`config.mk`:
```
export PLATFORM = sky130hd
export DESIGN_NAME = button_conditioner
export DESIGN_NICKNAME = d
export VERILOG_FILES = /design/src/rtl/pet_pkg.sv /design/src/rtl/debounce_channel.sv /design/src/rtl/button_conditioner.sv
export SDC_FILE = /design/constraint.sdc
export NUM_CORES = 1
export LEC_CHECK = 0
export ABC_AREA = 1
export BUFFER_PORTS_ARGS = -buffer_cell sky130_fd_sc_hd__buf_2
export CAP_MARGIN = 20
export CORE_MARGIN = 5
export CORE_UTILIZATION = 70
export DETAILED_ROUTE_END_ITERATION = 10
export PLACE_DENSITY = 0.93
export SYNTH_ARGS = -nofsm -noshare
export SYNTH_HDL_FRONTEND = slang
export SYNTH_SLANG_ARGS = --single-unit
```
`constraint.sdc`:
```
create_clock -name clk -period 3.1 [get_ports clk]
set_input_delay 0.155 -clock clk [delete_from_list [all_inputs] [get_ports clk]]
set_output_delay 0.155 -clock clk [all_outputs]
set_load 0.1 [all_outputs]
```
`src/rtl/pet_pkg.sv`:
```
// pet_pkg: shared types and constants for the pet-care button front end.
package pet_pkg;
  typedef enum logic [1:0] {IDLE, PRESS_WAIT, PRESSED, RELEASE_WAIT} ch_state_e;
  localparam int BTN_CARINO   = 0;
  localparam int BTN_DORMIR   = 1;
  localparam int BTN_COMIDA   = 2;
  localparam int BTN_MEDICINA = 3;
  localparam int DEBOUNCE_CYCLES_DFLT = 1_000_000;
  localparam int HOLD_CYCLES_DFLT     = 250_000_000;
endpackage

```
`src/rtl/debounce_channel.sv`:
```
// debounce_channel: synchronise, debounce and pulse-detect one active-low button.
module debounce_channel
  import pet_pkg::*;
#(
  parameter int DEBOUNCE_CYCLES = DEBOUNCE_CYCLES_DFLT,
  parameter int HOLD_CYCLES     = HOLD_CYCLES_DFLT
) (
  input  logic clk,
  input  logic rst_n,
  input  logic btn_n,
  output logic level,
  output logic press,
  output logic hold
);
  localparam int DW = $clog2(DEBOUNCE_CYCLES + 1);
  localparam int HW = $clog2(HOLD_CYCLES + 1);
  logic [1:0] sync_q;
  ch_state_e state_q, state_d;
  logic [DW-1:0] dcnt_q, dcnt_d;
  logic [HW-1:0] hcnt_q, hcnt_d;
  logic hold_done_q, hold_done_d;
  logic level_q, level_d, press_q, press_d, hold_q, hold_d;
  logic s, dterm, hterm;
  // Synchroniser resets to released so reset never fakes a press.
  assign s     = ~sync_q[1];
  assign dterm = dcnt_q == DW'(DEBOUNCE_CYCLES - 1);
  assign hterm = hcnt_q == HW'(HOLD_CYCLES - 1);
  always_ff @(posedge clk or negedge rst_n) begin
    if (!rst_n) begin
      sync_q      <= 2'b11;
      state_q     <= IDLE;
      dcnt_q      <= '0;
      hcnt_q      <= '0;
      hold_done_q <= 1'b0;
      level_q     <= 1'b0;
      press_q     <= 1'b0;
      hold_q      <= 1'b0;
    end else begin
      sync_q      <= {sync_q[0], btn_n};
      state_q     <= state_d;
      dcnt_q      <= dcnt_d;
      hcnt_q      <= hcnt_d;
      hold_done_q <= hold_done_d;
      level_q     <= level_d;
      press_q     <= press_d;
      hold_q      <= hold_d;
    end
  end
  always_comb begin
    state_d = state_q;
    unique case (state_q)
      IDLE:         state_d = s ? PRESS_WAIT : IDLE;
      PRESS_WAIT:   state_d = !s ? IDLE : dterm ? PRESSED : PRESS_WAIT;
      PRESSED:      state_d = s ? PRESSED : RELEASE_WAIT;
      RELEASE_WAIT: state_d = s ? PRESSED : dterm ? IDLE : RELEASE_WAIT;
      default:      state_d = IDLE;
    endcase
  end
  always_comb begin
    dcnt_d      = dcnt_q;
    hcnt_d      = hcnt_q;
    hold_done_d = hold_done_q;
    level_d     = level_q;
    press_d     = 1'b0;
    hold_d      = 1'b0;
    unique case (state_q)
      IDLE: if (s) dcnt_d = '0;
      PRESS_WAIT:
        if (s && dterm) begin
          level_d     = 1'b1;
          press_d     = 1'b1;
          hcnt_d      = '0;
          hold_done_d = 1'b0;
        end else if (s) dcnt_d = dcnt_q + DW'(1);
      PRESSED:
        if (!s) dcnt_d = '0;
        else if (!hold_done_q && hterm) begin
          hold_d      = 1'b1;
          hold_done_d = 1'b1;
        end else if (!hold_done_q) hcnt_d = hcnt_q + HW'(1);
      RELEASE_WAIT:
        if (!s && dterm) level_d = 1'b0;
        else if (!s) dcnt_d = dcnt_q + DW'(1);
      default: ;
    endcase
  end
  assign level = level_q;
  assign press = press_q;
  assign hold  = hold_q;
endmodule

```
`src/rtl/button_conditioner.sv`:
```
// button_conditioner: four independent debounced pet-care button channels.
module button_conditioner
  import pet_pkg::*;
#(
  parameter int DEBOUNCE_CYCLES = DEBOUNCE_CYCLES_DFLT,
  parameter int HOLD_CYCLES     = HOLD_CYCLES_DFLT
) (
  input  logic       clk,
  input  logic       rst_n,
  input  logic [3:0] btn_n,
  output logic [3:0] level,
  output logic [3:0] press,
  output logic [3:0] hold
);
  for (genvar i = 0; i < 4; i++) begin : g_ch
    debounce_channel #(
      .DEBOUNCE_CYCLES(DEBOUNCE_CYCLES),
      .HOLD_CYCLES    (HOLD_CYCLES)
    ) u_ch (
      .clk  (clk),
      .rst_n(rst_n),
      .btn_n(btn_n[i]),
      .level(level[i]),
      .press(press[i]),
      .hold (hold[i])
    );
  end
endmodule

```
Yosys cells after proc, flatten, opt, wreduce, memory -nomap -nowiden. Cells that the tools add are included.

Input bits: 6. Flip-flop bits (word level): 224. Output and inout bits: 12. Word-level logic and storage cells: 280.

Reduce and logical (&&, ||, !) cells: 44. Add/sub/neg operators: 8. Bitwise operators: 4. Muxes and demuxes: 124. Eq/ne operators: 68.

Operator list (number): 20-bit 2-to-1 mux (24); 28-bit 2-to-1 mux (16); 20-bit case mux with 4 select lines (4); 28-bit case mux with 2 select lines (4); 28-bit by 1-bit adder with 28-bit output, second input constant (4); 28-bit == test, second input constant (4); 20-bit by 1-bit adder with 20-bit output, second input constant (4); 20-bit == test, second input constant (4); 2-bit inequality test, second input constant (28); 1-bit 2-to-1 mux (48); 2-bit by 1-bit inequality test with 1-bit output, second input constant (20); 2-bit 2-to-1 mux (16); 2-bit case mux with 4 select lines (4); 6-bit AND reduction (4); 5-bit AND reduction (4); 2-bit == test, second input constant (8); 1-bit case mux with 2 select lines (8); 4-bit AND reduction (4); 2-bit nonzero test (8); 1-bit logical AND (12); 3-bit AND reduction (4); 2-bit by 1-bit == test with 1-bit output, second input constant (4); 2-bit logical NOT (4); 1-bit logical NOT (4); 1-bit inverter (4).

Longest topological paths before layout. Gate-level depths: netlist of run 1.

Depth in word-level cells: 5. Depth in mapped cells: 12. Gate-level depth less buffers: 11.

Hierarchy. A second synthesis of run 1 with hierarchy kept.

Cells, all modules: 2409. Area total of the unflattened synthesis: 15333.5 µm².

Modules (own cells, without submodules): debounce_channel at g_ch[0].u_ch ... (instances 2, area each 3812.4 µm², cells each 603, seq. area each 1403.8 µm²); debounce_channel at g_ch[1].u_ch (instances 1, area each 3877.5 µm², cells each 599, seq. area each 1403.8 µm²); debounce_channel at g_ch[3].u_ch (instances 1, area each 3831.2 µm², cells each 604, seq. area each 1403.8 µm²).

Least setup slack after synthesis of run 1. No wires, ideal clock.

Kind: register -> register. Start: register g_ch[0].u_ch.hcnt_q[0]. End: register g_ch[0].u_ch.hcnt_q[21]. Arrival: 1.683 ns. Slack: 1.300 ns. Data required time: 2.983 ns. Buffers on the path: 1. Stages on the path, launching flop included: 12. Period minus slack after synthesis: 1.800 ns. Library setup time: 0.117 ns. Path through: dfrtp_1 > ha_1 > nand2_2 > nor2_4 > inv_2 > nor3_2 > nand2_2 > nand2_4 > nand2_4 > buf_6 > nand2_1 > nand2_1.

Longest elaborated chain between the ends: 5. Elaborated cells between the ends (all ways): 9. Those cells by class: add/sub: 1; eq/ne: 2; mux: 4; reduce/logical: 2.

RTL lines: from (decl) (RTL line debounce_channel.sv:20) `logic [HW-1:0] hcnt_q, hcnt_d;`; from (signal assigned) (RTL line debounce_channel.sv:42) `hcnt_q <= hcnt_d;`; 28-bit by 1-bit adder with 28-bit output (RTL line debounce_channel.sv:80) `end else if (!hold_done_q) hcnt_d = hcnt_q + HW'(1);`; 28-bit 2-to-1 mux (RTL line debounce_channel.sv:80); 28-bit 2-to-1 mux (RTL line debounce_channel.sv:77) `else if (!hold_done_q && hterm) begin`; 28-bit 2-to-1 mux (RTL line debounce_channel.sv:76) `if (!s) dcnt_d = '0;`; 28-bit case mux with 2 select lines (RTL line debounce_channel.sv:66) `unique case (state_q)`.

Parallel ways exist; a longest one is shown, timed or not. The select of a mux whose other input is x is not followed. A chain may end at the register's enable or synchronous reset.

Final worst setup path of run 1.
Start: register g_ch[2].u_ch.hcnt_q[0]. End: register g_ch[2].u_ch.hcnt_q[24].

Longest elaborated chain between the ends: 5. Elaborated cells between the ends (all ways): 9. Those cells by class: add/sub: 1; eq/ne: 2; mux: 4; reduce/logical: 2.

RTL lines (RTL line): from (decl) (debounce_channel.sv:20); from (signal assigned) (debounce_channel.sv:42); 28-bit by 1-bit adder with 28-bit output (debounce_channel.sv:80); 28-bit 2-to-1 mux (debounce_channel.sv:80); 28-bit 2-to-1 mux (debounce_channel.sv:77); 28-bit 2-to-1 mux (debounce_channel.sv:76); 28-bit case mux with 2 select lines (debounce_channel.sv:66).

Parallel ways exist; a longest one is shown, timed or not. The select of a mux whose other input is x is not followed.

==> impl_summary.log, run 1 <==
INFO  metric status = complete, no violations
INFO  metric ios = 18
INFO  metric routabilityCongestion = roughly 0.97
INFO  metric layout.cells.most_common = sky130_fd_sc_hd__nand2_1
INFO  metric critical_path.startpoint = g_ch[2].u_ch.hcnt_q[0]
INFO  metric synth_xor_xnor_area_share = 0.04498
INFO  metric report.final.slew_viol_count = 0
INFO  metric endpoint = g_ch[2].u_ch.hcnt_q[24]
INFO  metric synth.yosys.warnings = 0
INFO  metric criticalPathCategory = reg2reg
INFO  metric dpl-instance-area = about 15000 sq um
INFO  metric grt_pass1_wl = 62540 um
INFO  metric width_of_the_chip = between 150 and 200 um
INFO  metric cts_root_buffer = sky130_fd_sc_hd__clkbuf_16
INFO  metric busiest_layer = met2
INFO  metric ctsLongestPathBuffers = 3
INFO  metric drt_pass1_iterations = 8
INFO  metric grtUsageTotal = 0.2947
INFO  metric startpoint_type = flip-flop
INFO  metric detail_route.vias_per_cell = ~5.6
INFO  metric critPathCaptureType = flip-flop
INFO  metric synth_sequential_area_ratio = 0.3745
INFO  metric post-route-drc-count = 0
INFO  metric drtIter0Drc = 1389
INFO  metric setup.reg_to_reg.worst_slack = ~0.48 ns
INFO  metric tightest_slew = 0.9908 ns
INFO  metric regToRegStartpoint = g_ch[2].u_ch.hcnt_q[0]
INFO  metric post-route-period-util = 0.8467
INFO  metric postCtsSetupRepairBufs = 0
INFO  metric wl = 35360 um
INFO  metric p_total = roughly 6.7 mW
INFO  metric fin_tns_setup = 0 ns
INFO  metric leakagePower = 6.914 nW
INFO  metric power.density = ~420 nW/um^2
INFO  metric max_freq = 381.0 MHz
INFO  metric synth_compound_area_frac = 0.04214
INFO  metric antenna_found_initial = 0
INFO  metric synth_top_family_by_area = simple AND/OR/NAND/NOR gates
INFO  metric rsz0062_at_grt = false
INFO  metric finalInstanceArea = around 16000 sq um
INFO  metric core_area = approximately 21000 sq um
INFO  metric fp-row-count = 53
INFO  metric largest_net_degree_at_the_start_of_global_routing = 94
INFO  metric worst_ep_required_time = approximately 3.5 ns
INFO  metric synth_simple_gate_area_frac = 0.4574
INFO  metric routed-via-count = between 10000 and 15000
INFO  metric vdd.ir_drop.worst = around 0.00051 V
INFO  metric use_met1 = 0.3939
INFO  metric syn_area = 14990 sq um
INFO  metric nFillCells = around 1600
INFO  metric hold_path_class = in2async
INFO  metric distinct_cells_synth = 40
INFO  metric drive_above_1_share = 0.06382
INFO  metric avgRoutedWirePerCell = between 10 and 15 um
INFO  metric synthToLayoutAreaGrowth = 6.817%
INFO  metric cp_max_fo = 42
INFO  metric synth.net_count = ~2300
INFO  metric first_global_vias = between 10000 and 15000
INFO  metric avgSynthCellArea = between 6 and 7 sq um
INFO  metric htreeDepth = 1
INFO  metric timing.max_slew.rel_slack = 0.3387
INFO  metric place.port_buffers = 17
INFO  metric post_cts_hold_buffer_count = 5
INFO  metric die_height = 156.4 um
INFO  metric flip_flop_and_latch_count_after_synthesis = approximately 220
INFO  metric setup_viol = 0
INFO  metric hpwl = roughly 24000 um
INFO  metric clk-insertion-delay-late = roughly 0.53 ns
INFO  metric worst-r2r-cell-count = 8
INFO  metric tritoncts_clock_tree = yes
INFO  metric cts-buffers-inserted = 25
INFO  metric met3_usage = 0.03263
INFO  metric detail-route-antenna-nets = 0
INFO  metric fin_worst_skew = around 0.023 ns
INFO  metric netlist_instances = 2311
INFO  metric cap_violations = 0
INFO  metric period_needed = between 2 and 3 ns
INFO  metric effective_utilization_at_floorplan = 0.7110
INFO  metric synthMuxAreaShare = 0
INFO  metric final_cell_mix = sky130_fd_sc_hd__nand2_1 (871), sky130_fd_sc_hd__nor2_1 (440), sky130_fd_sc_hd__nand3_1 (225), sky130_fd_sc_hd__dfrtp_1 (216), sky130_fd_sc_hd__inv_1 (150)
INFO  metric r2r-end = g_ch[2].u_ch.hcnt_q[24]
INFO  metric gr-total-overflow = 0
INFO  metric design.final.nets = between 2000 and 2500
INFO  metric synth_adder_area_share = 0.01085
INFO  metric worstPathArrival = between 2 and 3 ns
INFO  metric die_area = around 24000 sq um
INFO  metric clkTransAtPathRegs = approximately 0.070 ns
INFO  metric cts-resized-gates = 0
INFO  metric hold_violations = 0
INFO  metric globalRouteMet2Util = 0.5104
INFO  metric diodes = 0
INFO  metric number_of_sinks_driven_by_the_clock_tree = 224
==> synthesized netlist by cell type (all sizes together) <==
master	number	area, sq um
nand2	896	3446
nor2	447	1720
nand3	231	1194
dfrtp	216	5405
inv	156	585.6
o21ai	85	478.0
xor2	55	481.7
buf	53	380.4
nor3	36	190.2
nand4	27	168.9
xnor2	22	192.7
clkbuf	19	71.32
a21oi	13	80.08
ha	13	162.7
dfstp	8	210.2
nor3b	6	45.04
nand3b	5	37.54
or2	5	31.28
clkinv	4	15.01
o21bai	4	30.03
a21o	3	22.52
a211oi	2	15.01
and2	2	12.51
a31oi	1	6.260
and3	1	6.260
nor4	1	6.260
==> flip-flops by register name (all words and copies together) (netlist names) <==
register,flops
g_ch.u_ch.dcnt_q,80
g_ch.u_ch.hcnt_q,112
g_ch.u_ch.press,4
g_ch.u_ch.hold,4
g_ch.u_ch.sync_q,8
g_ch.u_ch.level,4
g_ch.u_ch.state_q,8
g_ch.u_ch.hold_done_q,4
==> worst max-delay path, stage by stage (launching register included) <==
cell                      delay, ns
sky130_fd_sc_hd__dfrtp_1       0.45
sky130_fd_sc_hd__ha_1          0.30
sky130_fd_sc_hd__nand3_1       0.21
sky130_fd_sc_hd__nor3_1        0.28
sky130_fd_sc_hd__nand2_1       0.20
sky130_fd_sc_hd__nand2_2       0.27
sky130_fd_sc_hd__nand2_2       0.47
sky130_fd_sc_hd__nand2_1       0.20
sky130_fd_sc_hd__o21ai_1       0.09
==> area by class of cell <==
type / count / area [sq um] / share of cell area
sequential: 224 / 5615 / 0.3506
timing repair buffer: 34 / 247.7 / 0.01547
multi-input combinational: 1855 / 8330 / 0.5201
clock inverter: 15 / 200.2 / 0.01250
tap: 275 / 344.1 / 0.02148
inverter: 160 / 600.6 / 0.03750
clock buffer: 31 / 678.2 / 0.04234
==> power by group <==
part           internal (mW)  total, mW  switching, mW
clock network           1.90       3.15           1.25
registers               2.97       3.03         0.0583
logic                  0.140      0.560          0.420
==> layer usage <==
metal,part of all wire,vias up
li1,-,7221
met1,0.43,6717
met2,0.49,527
met3,0.053,99
met4,0.029,0
met5,0,-
==> how the worst min path moves through the flow <==
stage / start / endpoint / slack (ns) / cells past startpoint
after floorplan: rst_n / g_ch[0].u_ch.dcnt_q[0] / -0.14 / 0
after global placement: rst_n / g_ch[3].u_ch.hcnt_q[17] / 0.21 / 1
after detailed placement: rst_n / g_ch[3].u_ch.hcnt_q[17] / 0.22 / 1
after CTS: btn_n[1] / g_ch[1].u_ch.sync_q[0] / 0.24 / 2
after global routing: btn_n[2] / g_ch[2].u_ch.sync_q[0] / 0.26 / 2
final: rst_n / g_ch[3].u_ch.hcnt_q[1] / 0.24 / 2
==> logic make-up after synthesis <==
group	count (synthesis)
XOR/XNOR	77
flip-flops	224
AO/OA/AOI/OAI	108
buffers and inverters	232
adder cells (fa/ha/maj)	13
AND/OR/NAND/NOR	1657
==> metrics by stage <==
| stage | instances | setup WS [ns] | hold slack (ns) | utilization |
|---|---|---|---|---|
| 3_5_place_dp | 2543 | 0.5561 | 0.2158 | 0.7155 |
| 5_1_grt | 2594 | 0.2212 | 0.2632 | 0.7595 |
| 2_1_floorplan | 2311 | 1.300 | -0.1406 | - |
| 6_report | 2594 | 0.4751 | 0.2357 | 0.7595 |
| 3_3_place_gp | 2543 | 0.6151 | 0.2116 | 0.7155 |
| 4_1_cts | 2594 | 0.5354 | 0.2444 | 0.7595 |
(Power assumes the default switching activity.)
==> run 2: changes to the inputs <==
--- a/config.mk
+++ b/config.mk
@@ -9,9 +9,9 @@
 export BUFFER_PORTS_ARGS = -buffer_cell sky130_fd_sc_hd__buf_2
 export CAP_MARGIN = 20
 export CORE_MARGIN = 5
-export CORE_UTILIZATION = 70
+export CORE_UTILIZATION = 58
 export DETAILED_ROUTE_END_ITERATION = 10
-export PLACE_DENSITY = 0.93
+export PLACE_DENSITY = 0.83
 export SYNTH_ARGS = -nofsm -noshare
 export SYNTH_HDL_FRONTEND = slang
 export SYNTH_SLANG_ARGS = --single-unit
==> constraint.sdc (replaced) <==
create_clock -name clk -period 2.3 [get_ports clk]
set_input_delay 0.115 -clock clk [delete_from_list [all_inputs] [get_ports clk]]
set_output_delay 0.115 -clock clk [all_outputs]
set_load 0.1 [all_outputs]
==> impl_summary.log, run 2 (synthesized netlist as in run 1, its figures left out) <==
INFO  metric diodes = 0
INFO  metric period_needed = around 2.2 ns
INFO  metric dpl-instance-area = between 15000 and 20000 sq um
INFO  metric hold_violations = 0
INFO  metric antenna_found_initial = 0
INFO  metric detail_route.vias_per_cell = 5.337
INFO  metric biggest_registers_after_layout = g_ch.u_ch.hcnt_q (112), g_ch.u_ch.dcnt_q (80)
INFO  metric hold_path_class = in2async
INFO  metric p_total = slightly above 9 mW
INFO  metric leakagePower = around 7.0 nW
INFO  metric whs = between 0.1 and 0.15 ns
INFO  metric gr-total-overflow = 0
INFO  metric die_height = roughly 170 um
INFO  metric detail-route-antenna-nets = 0
INFO  metric critPathSlowestCell = sky130_fd_sc_hd__dfrtp_1
INFO  metric drive_above_1_share = 0.07271
INFO  metric wl = around 35000 um
INFO  metric vdd.ir_drop.worst = just over 0.0006 V
INFO  metric postLayoutSetupSlackWorst = 0.1241 ns
INFO  metric max_freq = around 460 MHz
INFO  metric clk-insertion-delay-late = between 0.5 and 0.6 ns
INFO  metric timing.max_slew.rel_slack = 0.5086
INFO  metric hpwl = 24750 um
INFO  metric htreeDepth = 1
INFO  metric fin_tns_setup = 0 ns
INFO  metric routabilityCongestion = around 1
INFO  metric status = complete, no violations
INFO  metric synthToLayoutAreaGrowth = 8.720%
INFO  metric clkTransAtPathRegs = ~0.06 ns
INFO  metric finalInstanceArea = around 16000 sq um
INFO  metric p_seq_frac = 0.446
INFO  metric ios = 18
INFO  metric design.final.nets = roughly 2300
INFO  metric critical_path.n_buffers_inverters = 2
INFO  metric criticalPathCategory = reg2reg
INFO  metric cap_violations = 0
INFO  metric power_report.internal_total = just under 7 mW
INFO  metric cp_max_fo = 41
INFO  metric width_of_the_chip = 170.8 um
INFO  metric first_global_vias = ~14000
INFO  metric post-route-period-util = 0.9460
INFO  metric post-route-drc-count = 0
INFO  metric fp-row-count = 58
INFO  metric ctsLongestPathBuffers = 3
INFO  metric drt_pass1_iterations = 6
INFO  metric avgRoutedWirePerCell = around 13 um
INFO  metric tritoncts_clock_tree = yes
INFO  metric cts-buffers-inserted = 26
INFO  metric fin_worst_skew = between 0.01 and 0.015 ns
INFO  metric share_comb_of_total_power = 0.089
INFO  metric worst_ep_required_time = roughly 2.7 ns
INFO  metric drtIter0Drc = 1144
INFO  metric tightest_slew = 0.7364 ns
INFO  metric die_area = 29170 sq um
INFO  metric critical_path.max_stage_delay = 0.45 ns
INFO  metric number_of_sinks_driven_by_the_clock_tree = ~220
INFO  metric crit_chain = ha_2, nand2_2, nor2_4, inv_2, nor3_2, nand2_2, nand2_4, nand2_4, buf_12, nand2_1, o21ai_2
INFO  metric largest_net_degree_at_the_start_of_global_routing = 68
INFO  metric worstPathArrival = 2.59 ns
INFO  metric clock_power_share = 0.465
INFO  metric grt_pass1_wl = between 60000 and 70000 um
INFO  metric layout.cells.most_common = sky130_fd_sc_hd__nand2_1
INFO  metric postCtsSetupRepairBufs = 0
INFO  metric power_switching = around 2.3 mW
INFO  metric core_area = ~25000 sq um
INFO  metric crit_family = simple AND/OR/NAND/NOR gates
INFO  metric startpoint_type = flip-flop
INFO  metric report.final.slew_viol_count = 0
INFO  metric final_cell_mix = sky130_fd_sc_hd__nand2_1 (870), sky130_fd_sc_hd__nor2_1 (440), sky130_fd_sc_hd__nand3_1 (225), sky130_fd_sc_hd__dfrtp_1 (216), sky130_fd_sc_hd__inv_1 (150)
INFO  metric critPathCaptureType = flip-flop
INFO  metric power.density = 560.1 nW/um^2
INFO  metric setup_viol = 0
INFO  metric switching_share = 0.2560
INFO  metric dpl_worst_slack = ~0.16 ns
INFO  metric effective_utilization_at_floorplan = 0.5920
INFO  metric cts_root_buffer = sky130_fd_sc_hd__clkbuf_16
INFO  metric largest_register_ff_count = between 100 and 150
INFO  metric place.port_buffers = 17
INFO  metric rsz0062_at_grt = false
INFO  metric largest-register = g_ch.u_ch.hcnt_q
INFO  metric routed-via-count = approximately 14000
INFO  metric grtUsageTotal = 0.2470
[run 2: cell types whose count changed in the layout (fill, tap and decap cells not counted), sizes merged]
cell | before | now
buf | 29 | 46
clkbuf | 31 | 33
clkinvlp | 1 | 3
bufinv | 4 | 3
inv | 159 | 158
[run 2: worst reg2reg max path, stage by stage (launching register included)]
cell	delay, ns
sky130_fd_sc_hd__dfrtp_1	0.45
sky130_fd_sc_hd__ha_2	0.26
sky130_fd_sc_hd__nand2_2	0.08
sky130_fd_sc_hd__nor2_4	0.18
sky130_fd_sc_hd__inv_2	0.09
sky130_fd_sc_hd__nor3_2	0.21
sky130_fd_sc_hd__nand2_2	0.13
sky130_fd_sc_hd__nand2_4	0.21
sky130_fd_sc_hd__nand2_4	0.08
sky130_fd_sc_hd__buf_12	0.19
sky130_fd_sc_hd__nand2_1	0.11
sky130_fd_sc_hd__o21ai_2	0.06
[run 2: per-layer routing]
layer,global-route usage,vias to the layer above,part of all wire
li1,-,7254,-
met1,0.3435,6563,0.46
met2,0.4092,346,0.47
met3,0.02773,75,0.047
met4,0.07500,0,0.025
met5,0,-,0
[run 2: worst paths after layout]
kind / slack, ns / from / endpoint / depth (start not counted)
max in group asynchronous: 1.39 / rst_n / g_ch[1].u_ch.sync_q[0] / 3
max reg2reg: 0.12 / g_ch[3].u_ch.hcnt_q[0] / g_ch[3].u_ch.hcnt_q[27] / 11
min in group clk: 0.23 / btn_n[2] / g_ch[2].u_ch.sync_q[0] / 2
max: 0.12 / g_ch[3].u_ch.hcnt_q[0] / g_ch[3].u_ch.hcnt_q[27] / 11
min: 0.14 / rst_n / g_ch[3].u_ch.hcnt_q[4] / 2
min reg2reg: 0.35 / g_ch[1].u_ch.sync_q[0] / g_ch[1].u_ch.sync_q[1] / 0
[run 2: timing repair]
action | 4_1_cts | 5_1_grt
resized for setup | 0 | 5
endpoints found under the hold margin | 123 | 0
hold buffers | 5 | 0
setup endpoints to repair | 0 | 52
[run 2: final cells by class]
class / instances / area, sq um
Multi-Input combinational cell: 1855 / 8341
Clock buffer: 33 / 718.2
Tap cell: 330 / 412.9
Sequential cell: 224 / 5615
Timing Repair Buffer: 51 / 441.7
Inverter: 160 / 600.6
Clock inverter: 15 / 172.7
Fill cell: 2287 / 9025
[run 2: through the flow]
step                        util  std cells
after global routing      0.6437       2668
final                     0.6437       2668
after detailed placement  0.6060       2615
after CTS                 0.6431       2668
after floorplan                -       2311
after global placement    0.6060       2615
[run 2: power groups by stage]
stage                     clock network, mW  logic (mW)  registers (mW)
after CTS                              4.35       0.819            4.07
after global routing                   4.51       0.916            4.08
after global placement                    0       0.796            4.14
final                                  4.25       0.810            4.07
after detailed placement                  0       0.809            4.14
after floorplan                           0       0.554            4.12
